$ cat config.mk
export PLATFORM = sky130hd
export DESIGN_NAME = phase_to_sine
export DESIGN_NICKNAME = d
export VERILOG_FILES = /design/src/rtl/sine_pkg.sv /design/src/rtl/quarter_sine_rom.sv /design/src/rtl/phase_to_sine.sv
export SDC_FILE = /design/constraint.sdc
export NUM_CORES = 1
export LEC_CHECK = 0
export CORE_ASPECT_RATIO = 2
export CORE_MARGIN = 5
export CORE_UTILIZATION = 30
export CTS_CLUSTER_SIZE = 8
export DETAILED_ROUTE_END_ITERATION = 7
export PLACE_DENSITY = 0.59
export RECOVER_POWER = 100
export SLEW_MARGIN = 20
export SYNTH_ARGS = -nofsm -noshare
export SYNTH_HDL_FRONTEND = slang
export SYNTH_SLANG_ARGS = --single-unit
$ cat constraint.sdc
create_clock -name CLK -period 7.3 [get_ports CLK]
set_clock_uncertainty 0.1 [all_clocks]
set_input_delay 1.46 -clock CLK [delete_from_list [all_inputs] [get_ports CLK]]
set_output_delay 1.46 -clock CLK [all_outputs]
set_load 0.03 [all_outputs]
$ cat src/rtl/sine_pkg.sv
// Shared defaults, the unity-gain constant and the quadrant encoding for the
// phase-to-sine datapath.
package sine_pkg;

    localparam int PHASE_W_DEF = 32;
    localparam int ADDR_W_DEF  = 8;
    localparam int OUT_W_DEF   = 16;
    localparam int AMP_W_DEF   = 16;

    localparam logic [AMP_W_DEF-1:0] AMP_UNITY = 16'h8000;

    typedef enum logic [1:0] {
        QUAD_0 = 2'd0,
        QUAD_1 = 2'd1,
        QUAD_2 = 2'd2,
        QUAD_3 = 2'd3
    } quadrant_e;

endpackage

$ cat src/rtl/quarter_sine_rom.sv
// Quarter-wave sine magnitude table, synchronous read with one cycle of latency.
// Entry k holds round(FULL * sin(pi/2 * (k + 0.5) / DEPTH)).
module quarter_sine_rom
    import sine_pkg::*;
#(
    parameter int ADDR_W = ADDR_W_DEF,
    parameter int DATA_W = OUT_W_DEF
) (
    input  logic              clk_i,
    input  logic              en_i,
    input  logic [ADDR_W-1:0] addr_i,
    output logic [DATA_W-1:0] data_o
);

    localparam int DEPTH = 2 ** ADDR_W;

    // Evaluated at elaboration only; the Taylor series converges to double precision.
    function automatic logic [DEPTH*DATA_W-1:0] build_table();
        logic [DEPTH*DATA_W-1:0] tbl;
        real x, term, s, full;
        tbl  = '0;
        full = real'((2 ** (DATA_W - 1)) - 1);
        for (int k = 0; k < DEPTH; k++) begin
            x    = 1.57079632679489661923 * (real'(k) + 0.5) / real'(DEPTH);
            term = x;
            s    = 0.0;
            for (int n = 0; n < 12; n++) begin
                s    = s + term;
                term = -term * x * x / real'((2 * n + 2) * (2 * n + 3));
            end
            tbl[k*DATA_W +: DATA_W] = DATA_W'($rtoi(full * s + 0.5));
        end
        return tbl;
    endfunction

    localparam logic [DEPTH*DATA_W-1:0] TABLE = build_table();

    logic [DATA_W-1:0] data_q;

    always_ff @(posedge clk_i) begin
        if (en_i) begin
            data_q <= TABLE[addr_i*DATA_W +: DATA_W];
        end
    end

    assign data_o = data_q;

endmodule

$ cat src/rtl/phase_to_sine.sv
// Phase word to scaled signed sine sample: quadrant decode, quarter-wave lookup,
// sign and amplitude scaling, in a three-stage pipeline with a global stall.
module phase_to_sine
    import sine_pkg::*;
#(
    parameter int PHASE_W = PHASE_W_DEF,
    parameter int ADDR_W  = ADDR_W_DEF,
    parameter int OUT_W   = OUT_W_DEF,
    parameter int AMP_W   = AMP_W_DEF
) (
    input  logic                    CLK,
    input  logic                    SCLR,
    input  logic [PHASE_W-1:0]      phase_in,
    input  logic                    phase_valid,
    output logic                    phase_ready,
    input  logic [AMP_W-1:0]        amplitude,
    output logic signed [OUT_W-1:0] sine_out,
    output logic                    sine_valid,
    input  logic                    sine_ready
);

    localparam logic [AMP_W-1:0] UNITY = AMP_W'(AMP_UNITY);
    localparam int PROD_W = OUT_W + AMP_W + 1;

    function automatic logic [AMP_W-1:0] clamp_amp(input logic [AMP_W-1:0] a);
        return (a > UNITY) ? UNITY : a;
    endfunction

    logic                     adv;
    logic                     vld_p0_q, vld_p1_q, vld_p2_q;
    quadrant_e                quad_p0_q, quad_p1_q;
    logic [ADDR_W-1:0]        idx_p0_q;
    logic [AMP_W-1:0]         amp_p0_q, amp_p1_q;
    logic [ADDR_W-1:0]        rom_addr_p0;
    logic [OUT_W-1:0]         mag_p1;
    logic signed [OUT_W-1:0]  raw_p1;
    logic signed [PROD_W-1:0] raw_x_p1, amp_x_p1, prod_p1;
    logic signed [OUT_W-1:0]  sine_d, sine_q;

    // Every stage moves together; only a held output with no taker stops the pipe.
    assign adv         = !(vld_p2_q && !sine_ready);
    assign phase_ready = adv;

    always_ff @(posedge CLK) begin
        if (SCLR) begin
            vld_p0_q <= 1'b0;
            vld_p1_q <= 1'b0;
            vld_p2_q <= 1'b0;
            sine_q   <= '0;
        end else if (adv) begin
            vld_p0_q <= phase_valid;
            vld_p1_q <= vld_p0_q;
            vld_p2_q <= vld_p1_q;
            if (vld_p1_q) begin
                sine_q <= sine_d;
            end
        end
    end

    // ---- S1: capture quadrant, table index and clamped gain ----
    always_ff @(posedge CLK) begin
        if (adv) begin
            quad_p0_q <= quadrant_e'(phase_in[PHASE_W-1 -: 2]);
            idx_p0_q  <= phase_in[PHASE_W-3 -: ADDR_W];
            amp_p0_q  <= clamp_amp(amplitude);
            quad_p1_q <= quad_p0_q;
            amp_p1_q  <= amp_p0_q;
        end
    end

    // ---- S2: table read; odd quadrants walk the quarter wave backwards ----
    assign rom_addr_p0 = (quad_p0_q == QUAD_1 || quad_p0_q == QUAD_3) ? ~idx_p0_q : idx_p0_q;

    quarter_sine_rom #(
        .ADDR_W (ADDR_W),
        .DATA_W (OUT_W)
    ) u_rom (
        .clk_i  (CLK),
        .en_i   (adv),
        .addr_i (rom_addr_p0),
        .data_o (mag_p1)
    );

    // ---- S3: sign, gain multiply and floor shift into the output register ----
    always_comb begin
        raw_p1 = $signed(mag_p1);
        if (quad_p1_q inside {QUAD_2, QUAD_3}) begin
            raw_p1 = -$signed(mag_p1);
        end
        raw_x_p1 = PROD_W'(raw_p1);
        amp_x_p1 = PROD_W'({1'b0, amp_p1_q});
        prod_p1  = raw_x_p1 * amp_x_p1;
        sine_d   = prod_p1[AMP_W-1 +: OUT_W];
    end

    logic unused_bits;
    assign unused_bits = ^{phase_in[PHASE_W-3-ADDR_W:0],
                           prod_p1[PROD_W-1:AMP_W-1+OUT_W],
                           prod_p1[AMP_W-2:0]};

    assign sine_out   = sine_q;
    assign sine_valid = vld_p2_q;

endmodule

==> results of run 1 <==
[through the flow]
stage | instance area, um2 | instances | hold WS, ns | TNS [ns]
floorplan | 17300 | 2187 | 0.300 | 0
global placement | 18900 | 2932 | 0.305 | 0
detailed placement | 18900 | 2932 | 0.305 | 0
CTS | 19200 | 2948 | 0.319 | 0
global route | 19400 | 2953 | 0.333 | -0.0133
finish | 19400 | 2955 | 0.321 | 0
[routing by layer]
layer | vias up | part of all wire (%)
met3 | 452 | 5.9
met4 | 2 | 14
met1 | 8694 | 28
met5 | - | 0.012
met2 | 960 | 52
li1 | 7548 | -
[final timing paths]
| path | start | end | slack, ns | depth (start not counted) |
|---|---|---|---|---|
| worst min-delay path | amp_p0_q[15] | amp_p1_q[15] | 0.32 | 0 |
| worst min register to register | amp_p0_q[15] | amp_p1_q[15] | 0.32 | 0 |
| worst max register to register | quad_p0_q[0] | u_rom.data_o[8] | 0.14 | 8 |
| worst max-delay path | quad_p0_q[0] | u_rom.data_o[8] | 0.14 | 8 |
[worst max-delay path: cells and delay by family, from the launching register on]
family	cells	cell delay [ns]
mux	1	0.36
simple gates	3	2.36
compound gates	2	0.71
flops	1	0.60
buf+inv	2	2.73
[placed cells by master (no fill, tap or decap), types with 11 or more instances in the layout]
cell,Yosys,final
a211o_1,11,11
a211oi_1,29,28
a21o_1,15,15
a21oi_1,129,126
a221oi_1,16,16
a311oi_1,11,11
a31oi_1,28,28
and2_1,88,88
and3_1,11,11
buf_4,13,100
clkdlybuf4s50_1,0,17
dfxtp_1,19,19
dlygate4sd3_1,0,30
edfxtp_1,58,58
fa_1,193,192
ha_1,125,123
inv_1,248,247
nand2_1,257,257
nand2b_1,42,42
nand3_1,41,41
nor2_1,129,126
nor2b_1,81,81
nor3_1,47,45
nor4_1,17,17
o211ai_1,29,29
o21ai_0,117,112
o221ai_1,13,13
o22ai_1,27,27
o31ai_1,15,11
or2_2,15,15
xnor2_1,22,16
xor2_1,12,11
[timing repair]
| action | 4_1_cts | 5_1_grt |
|---|---|---|
| gates resized for setup | 0 | 29 |
| setup buffers | 0 | 5 |
| endpoints found under the setup margin | 0 | 14 |
| hold buffers | 0 | 0 |
[cells by family (layout without fill, tap and decap cells)]
group / count (synthesis) / in the layout
fa+ha+maj: 318 / 318
flops: 77 / 77
buf+inv: 418 / 428
simple gates: 769 / 769
mux: 14 / 14
compound gates: 551 / 551
other cells: 0 / 2
xor+xnor: 40 / 40
[cell type report]
cell class	instances	area, um2	share of cell area [%]
Multi-Input combinational cell	1692	13600	70.3
Clock buffer	9	225	1.16
Antenna cell	2	5.00	0.0258
Clock inverter	7	63.8	0.329
Sequential cell	77	2120	11.0
Timing Repair Buffer	162	1460	7.52
Tap cell	756	946	4.88
Inverter	250	938	4.85
[state kept, by name, indices dropped and copies added (netlist names)]
register,cells
vld_p1_q,1
u_rom.data_o,15
vld_p0_q,1
idx_p0_q,8
quad_p0_q,2
sine_valid,1
amp_p0_q,16
quad_p1_q,1
sine_out,16
amp_p1_q,16
==> impl_metrics.toml, run 1 <==
[yosys]
synthSimpleGateAreaFrac_pct = 21.9
ys_types = 84
muxShareOfSynthArea_pct = 0.914
synth_seq_cells = 77
netlist_instances = 2187
ys.flop_type = "edfxtp_1"
synth_area_mm2 = 0.0173
netlist_top_cells_area = "fa_1 22%, edfxtp_1 10%, ha_1 9.1%"
synth_fa_ha_area_share_pct = 31.5
synth_top_family_by_area = "adder cells"
synth_xor_area_share_pct = 2.36
async_reset_ff_share_pct = 0
yosys_warnings = 0
yosysSeqAreaShare_pct = 12.3
post-synth-top-count-cell = "nand2_1"
syn_avg_cell_area_um2 = 7.89
yosysTopAreaCellShare_pct = 22.4
syn_nets = 2557
synth_compound_area_share_pct = 21.3
synth_enable_flop_cells = 58
synth_top_area_cell = "fa_1"
synth_common_cells = "257 x nand2_1, 248 x inv_1, 193 x fa_1"

[clock_network]
htree_num_levels = 3
cts_buffers = 9
clkLatencyLatePin_ns = 0.39
cts_tree = "yes"
cts-root-buf = "clkbuf_16"
cts_buffer_depth = 2
path_clk_slew_ns = 0.08
cts.sinks = 77

[grt]
grt_pass1_wl_um = 128000
met1_usage_pct = 24.1
grt_max_degree = 96
grt_most_used_layer = "met2"
grtUsageMet3_pct = 4.70
grt-ovfl-total = 0
grtUsageMet2_pct = 52.7
grt_pass1_vias = 18094
antenna_found_initial = 4
grt_usage_pct = 28.1

[outcome]
status = "complete, but fails checks"
violations = "capacitance limit, slew limit"

[timing]
relSlewSlack_pct = -111
worst_slew_pin_slew_ns = 3.16
period_needed_ns = 7.16
fin_crit_sh_pct = 98.1
fmax_ghz = 0.140
finalSetupViolCount = 0
layout_setup_ws_ns = 0.135
finalHoldViolCount = 0
maxSlewViolCount = 101

[final_layout]
drive_above_1_share_pct = 8.83
fillers = 6163
area_growth_pct = 12.2
post-route-util_pct = 33.9
nNetsFinal = 2562

[setup_path]
crit_slowest_cell = "clkbuf_1"
end_kind = "flip-flop"
critPathLaunchType = "flip-flop"
worstSetupPathType = "reg2reg"
cp_max_fo = 30
cp.required_ns = 7.33
slowest_delay_ns = 1.55
path_cells = "clkbuf_1 > nand2b_1 > nand2b_1 > dlymetal6s4s_1 > nor2_1 > a221oi_1 > a31oi_1 > mux2_1"
cp_common_cell = "nand2b_1"
cp_data_arrival_time_ns = 7.19

[route]
viasPerCell = 5.97
drt_iter0_markers = 1605
ant_nets = 0
routed-via-count = 17656
finalWirelength_um = 90200
firstDrtPassIters = 7
routedWlPerCell_um = 30.5
route.detailed.drc = 0

[floorplanning]
fp.dieW_um = 180
io_pins = 70
fp-row-count = 124
die_h_um = 349
coreArea_mm2 = 0.0571
start_util_pct = 30.2
die-area_mm2 = 0.0627

[placement]
numPortBuffers = 47
dp_slack_ns = 0.0367
post-dp-hpwl_um = 69600
routabilityCongestion = 1.10

[hold_path]
worst_hold_path_type = "reg2reg"

[flow_run]
drv_cap = 3
Power of run 1 is not shown: default switching activity piles up to over one toggle a cycle in this logic, so the estimate is an artifact.
==> run 2: changes to the inputs <==
--- a/config.mk
+++ b/config.mk
@@ -12,6 +12,7 @@
 export DETAILED_ROUTE_END_ITERATION = 7
 export PLACE_DENSITY = 0.59
 export RECOVER_POWER = 100
+export REMOVE_ABC_BUFFERS = 1
 export SLEW_MARGIN = 20
 export SYNTH_ARGS = -nofsm -noshare
 export SYNTH_HDL_FRONTEND = slang
==> impl_metrics.toml, run 2 (synthesized netlist as in run 1, its figures left out) <==
[outcome]
violations = "capacitance limit, slew limit"
status = "complete, but fails checks"

[clock_network]
cts_buffer_depth = 2
htree_num_levels = 3
cts-root-buf = "clkbuf_16"
ctsHoldBuffers = 0
cts_buffers = 9
path_clk_slew_ns = 0.07
cts_tree = "yes"
cts.sinks = 77
clkLatencyLatePin_ns = 0.37

[grt]
grt_usage_pct = 28.9
grt_max_degree = 122
grt-ovfl-total = 0
grt_pass1_vias = 18119
grt_pass1_wl_um = 131000
antenna_found_initial = 2

[hold_path]
hold_start = "amp_p0_q[1]"
hold_path_end = "amp_p1_q[1]"
hold_path_depth = 0
worst_hold_path_type = "reg2reg"

[setup_path]
end_kind = "flip-flop"
r2r_cells = 12
critPathLaunchType = "flip-flop"
regToRegStartpoint = "quad_p0_q[0]"
worstSetupPathType = "reg2reg"
cp_data_arrival_time_ns = 7.14
r2r_setup_slack_ns = 0.12
timing.rr.end = "u_rom.data_o[5]"
cp_max_fo = 23
cp.required_ns = 7.26

[floorplanning]
fp.dieW_um = 180
start_util_pct = 30.2
die-area_mm2 = 0.0627
coreArea_mm2 = 0.0571
io_pins = 70
fp-row-count = 124
die_h_um = 349

[flow_run]
drv_cap = 3

[route]
route.detailed.drc = 0
wl_met2_um = 46700
finalWirelength_um = 92900
met3_wirelength_um = 5680
routed-via-count = 17679
viasPerCell = 5.91
highest_layer = "met4"
routedWlPerCell_um = 31.0
drt_iter0_markers = 1731
ant_nets = 0
met1_length_um = 27900
firstDrtPassIters = 6

[timing]
worst_slew_pin_slew_ns = 3.63
maxSlewViolCount = 102
fmax_ghz = 0.139
layout_setup_ws_ns = 0.122
finalSetupViolCount = 0
period_needed_ns = 7.18
fin_crit_sh_pct = 98.3
finalHoldViolCount = 0
relSlewSlack_pct = -142
hold-worst-slack_ns = 0.314

[final_layout]
nNetsFinal = 2598
fillers = 6203
final_common_cell = "nand2_1"
layout_common_cells = "257 x nand2_1, 245 x inv_1, 191 x fa_1"
seq_area_mm2 = 0.00212
multi_input_area_mm2 = 0.0136
area_growth_pct = 13.8
drive_above_1_share_pct = 10.5
final_area_mm2 = 0.0196

[placement]
routabilityCongestion = 1.09
place_area_mm2 = 0.0191
numPortBuffers = 47
post-dp-hpwl_um = 72000
dp_slack_ns = -0.0219
## run 2: cell types whose count changed in the layout (fill, tap and decap cells not counted), sizes merged
cell / previous run / this run
clkinv: 1 / 0
dlymetal6s4s: 1 / 0
buf: 111 / 147
clkinvlp: 2 / 1
clkbuf: 12 / 13
bufinv: 0 / 2
## run 2: how the worst max path moves through the flow
stage | startpoint | end | slack [ns]
floorplan | u_rom.data_o[9] | sine_out[13] | 0.19
global placement | u_rom.data_o[5] | sine_out[6] | 0.08
detailed placement | u_rom.data_o[1] | sine_out[13] | -0.02
CTS | u_rom.data_o[1] | sine_out[12] | 0.02
global route | u_rom.data_o[1] | sine_out[14] | -0.01
finish | quad_p0_q[0] | u_rom.data_o[5] | 0.12
## run 2: final cells by class
cell class                      instances  area share [%]
Sequential cell                        77            10.8
Clock buffer                            9            1.15
Tap cell                              756            4.82
Timing Repair Buffer                  198            8.51
Clock inverter                          7           0.535
Antenna cell                            2          0.0255
Inverter                              250            4.78
Multi-Input combinational cell       1692            69.4
## run 2: routing by layer
metal  global-route usage, %  up-vias
li1                        -     7613
met1                    27.1     8684
met2                    52.4      994
met3                    4.09      388
met4                    28.7        0
met5                       0        -
## run 2: timing repair
item,4_1_cts,5_1_grt
pin swaps,0,7
gates cloned,0,0
setup endpoints to repair,1,14
resized for setup,1,30
buffers inserted,0,12
## run 2: stage by stage
step / std cells / TNS [ns] / utilization, %
finish: 2991 / 0 / 34.4
global route: 2989 / -0.00995 / 34.4
CTS: 2977 / 0 / 34.1
detailed placement: 2961 / -0.0219 / 33.5
global placement: 2961 / 0 / 33.5
floorplan: 2019 / 0 / -
## run 2: worst max-delay path: stages, from the launching register on
cell and delay, ns:
edfxtp_1 0.83, xor2_1 1.58, inv_1 0.32, clkbuf_1 0.50
ha_1 0.39, clkbuf_1 0.68, nor2b_1 0.43, o21ai_0 0.59
nor2_1 0.09, a211oi_1 0.20, nor3_1 0.09, a2111oi_0 0.87
a211oi_1 0.16
Power of run 2 is left out for the same reason.
==> run 3: changes to the inputs <==
--- a/config.mk
+++ b/config.mk
@@ -11,7 +11,7 @@
 export CTS_CLUSTER_SIZE = 8
 export DETAILED_ROUTE_END_ITERATION = 7
 export PLACE_DENSITY = 0.59
-export RECOVER_POWER = 100
+export RECOVER_POWER = 50
 export REMOVE_ABC_BUFFERS = 1
 export SLEW_MARGIN = 20
 export SYNTH_ARGS = -nofsm -noshare
==> impl_metrics.toml, run 3 (synthesized netlist as in run 1, its figures left out) <==
[floorplanning]
fp.dieW_um = 180
die-area_mm2 = 0.0627
fp-row-count = 124
coreArea_mm2 = 0.0571
io_pins = 70
start_util_pct = 30.2
die_h_um = 349

[final_layout]
fillers = 6201
area_growth_pct = 14.0
stdcell_count = 2989
final_common_cell = "nand2_1"
drive_above_1_share_pct = 10.7
nNetsFinal = 2598
antenna_cells = 0
layout_common_cells = "257 x nand2_1, 245 x inv_1, 191 x fa_1"

[placement]
dpl.cell_count = 2961
numPortBuffers = 47
routabilityCongestion = 1.09
post-dp-hpwl_um = 72000

[grt]
grt_pass1_vias = 18119
antenna_found_initial = 2
grt_pass1_wl_um = 131000
grt_usage_pct = 28.9
grt-ovfl-total = 0
grt_max_degree = 122

[clock_network]
cts_tree = "yes"
cts-root-buf = "clkbuf_16"
ctsHoldBuffers = 0
cts_buffer_depth = 2
cts_buffers = 9
cts.sinks = 77
path_clk_slew_ns = 0.07
htree_num_levels = 3
clkLatencyLatePin_ns = 0.37

[setup_path]
crit_slowest_cell = "fa_2"
end_kind = "flip-flop"
worstSetupPathType = "reg2reg"
r2r_cells = 26
slowest_delay_ns = 0.61
r2r_setup_slack_ns = 0.25
cp_max_fo = 4
cp_common_cell = "fa_1"
cp_data_arrival_time_ns = 7.22
timing.rr.end = "sine_out[13]"
regToRegStartpoint = "u_rom.data_o[1]"
critPathLaunchType = "flip-flop"
cp.required_ns = 7.47

[timing]
maxSlewViolCount = 65
finalHoldViolCount = 0
worst_slew_pin_slew_ns = 3.68
fin_crit_sh_pct = 96.6
relSlewSlack_pct = -145
fmax_ghz = 0.142
finalSetupViolCount = 0
period_needed_ns = 7.05

[outcome]
status = "complete, but fails checks"
violations = "capacitance limit, slew limit"

[route]
routed-via-count = 17645
firstDrtPassIters = 6
route.detailed.drc = 0
ant_nets = 0
viasPerCell = 5.90
finalWirelength_um = 93100
routedWlPerCell_um = 31.1
drt_iter0_markers = 1732

[flow_run]
drv_cap = 1

[hold_path]
hold_path_depth = 0
hold_start = "amp_p0_q[1]"
worst_hold_path_type = "reg2reg"
hold_path_end = "amp_p1_q[1]"
## run 3: cell types whose count changed in the layout (fill, tap and decap cells not counted), sizes merged
cell,before,now
diode,2,0
clkbuf,13,10
clkdlybuf4s50,17,35
buf,147,150
dlygate4sd3,30,12
## run 3: final cells by class
cell class | instances | area (um2) | area share (%)
sequential | 77 | 2120 | 10.8
clock buffer | 9 | 225 | 1.14
multi-input combinational | 1692 | 13700 | 69.4
timing repair buffer | 198 | 1680 | 8.55
clock inverter | 7 | 105 | 0.534
tap | 756 | 946 | 4.81
inverter | 250 | 938 | 4.77
## run 3: through the flow
step / hold slack (ns) / TNS [ns] / util, % / setup WS, ns / instance area [um2]
after detailed placement: 0.305 / -0.0219 / 33.5 / -0.0219 / 19100
after floorplan: 0.300 / 0 / - / 0.188 / 16500
after CTS: 0.314 / 0 / 34.1 / 0.0242 / 19500
after global placement: 0.300 / 0 / 33.5 / 0.0773 / 19100
after global routing: 0.328 / -0.00995 / 34.5 / -0.00995 / 19700
final: 0.311 / 0 / 34.5 / 0.250 / 19700
## run 3: worst max path at each step
| stage | from | cells after the start | slack [ns] | to |
|---|---|---|---|---|
| after global routing | u_rom.data_o[1] | 28 | -0.01 | sine_out[14] |
| after detailed placement | u_rom.data_o[1] | 27 | -0.02 | sine_out[13] |
| after global placement | u_rom.data_o[5] | 24 | 0.08 | sine_out[6] |
| after floorplan | u_rom.data_o[9] | 21 | 0.19 | sine_out[13] |
| final | u_rom.data_o[1] | 26 | 0.25 | sine_out[13] |
| after CTS | u_rom.data_o[1] | 28 | 0.02 | sine_out[12] |
## run 3: critical path, delay by kind of cell (launching register included)
kind,cells,cell delay (ns)
adders and majority gates,8,3.54
and+or+nand+nor,5,1.16
AOI/OAI and AO/OA,6,1.11
DFF,1,0.47
buffers and inverters,6,0.47
xor gates and xnor gates,1,0.07
## run 3: metal layers
layer,GRT usage (%),wire [um]
met1,27.1,28600
met2,52.4,47300
met3,4.09,5360
met4,28.7,11900
met5,0,0
## run 3: timing repair
item / CTS / global route
setup buffers: 0 / 12
pin swaps: 0 / 7
gates resized for setup: 1 / 30
endpoints found under the setup margin: 1 / 14
Power of run 3 is left out for the same reason.
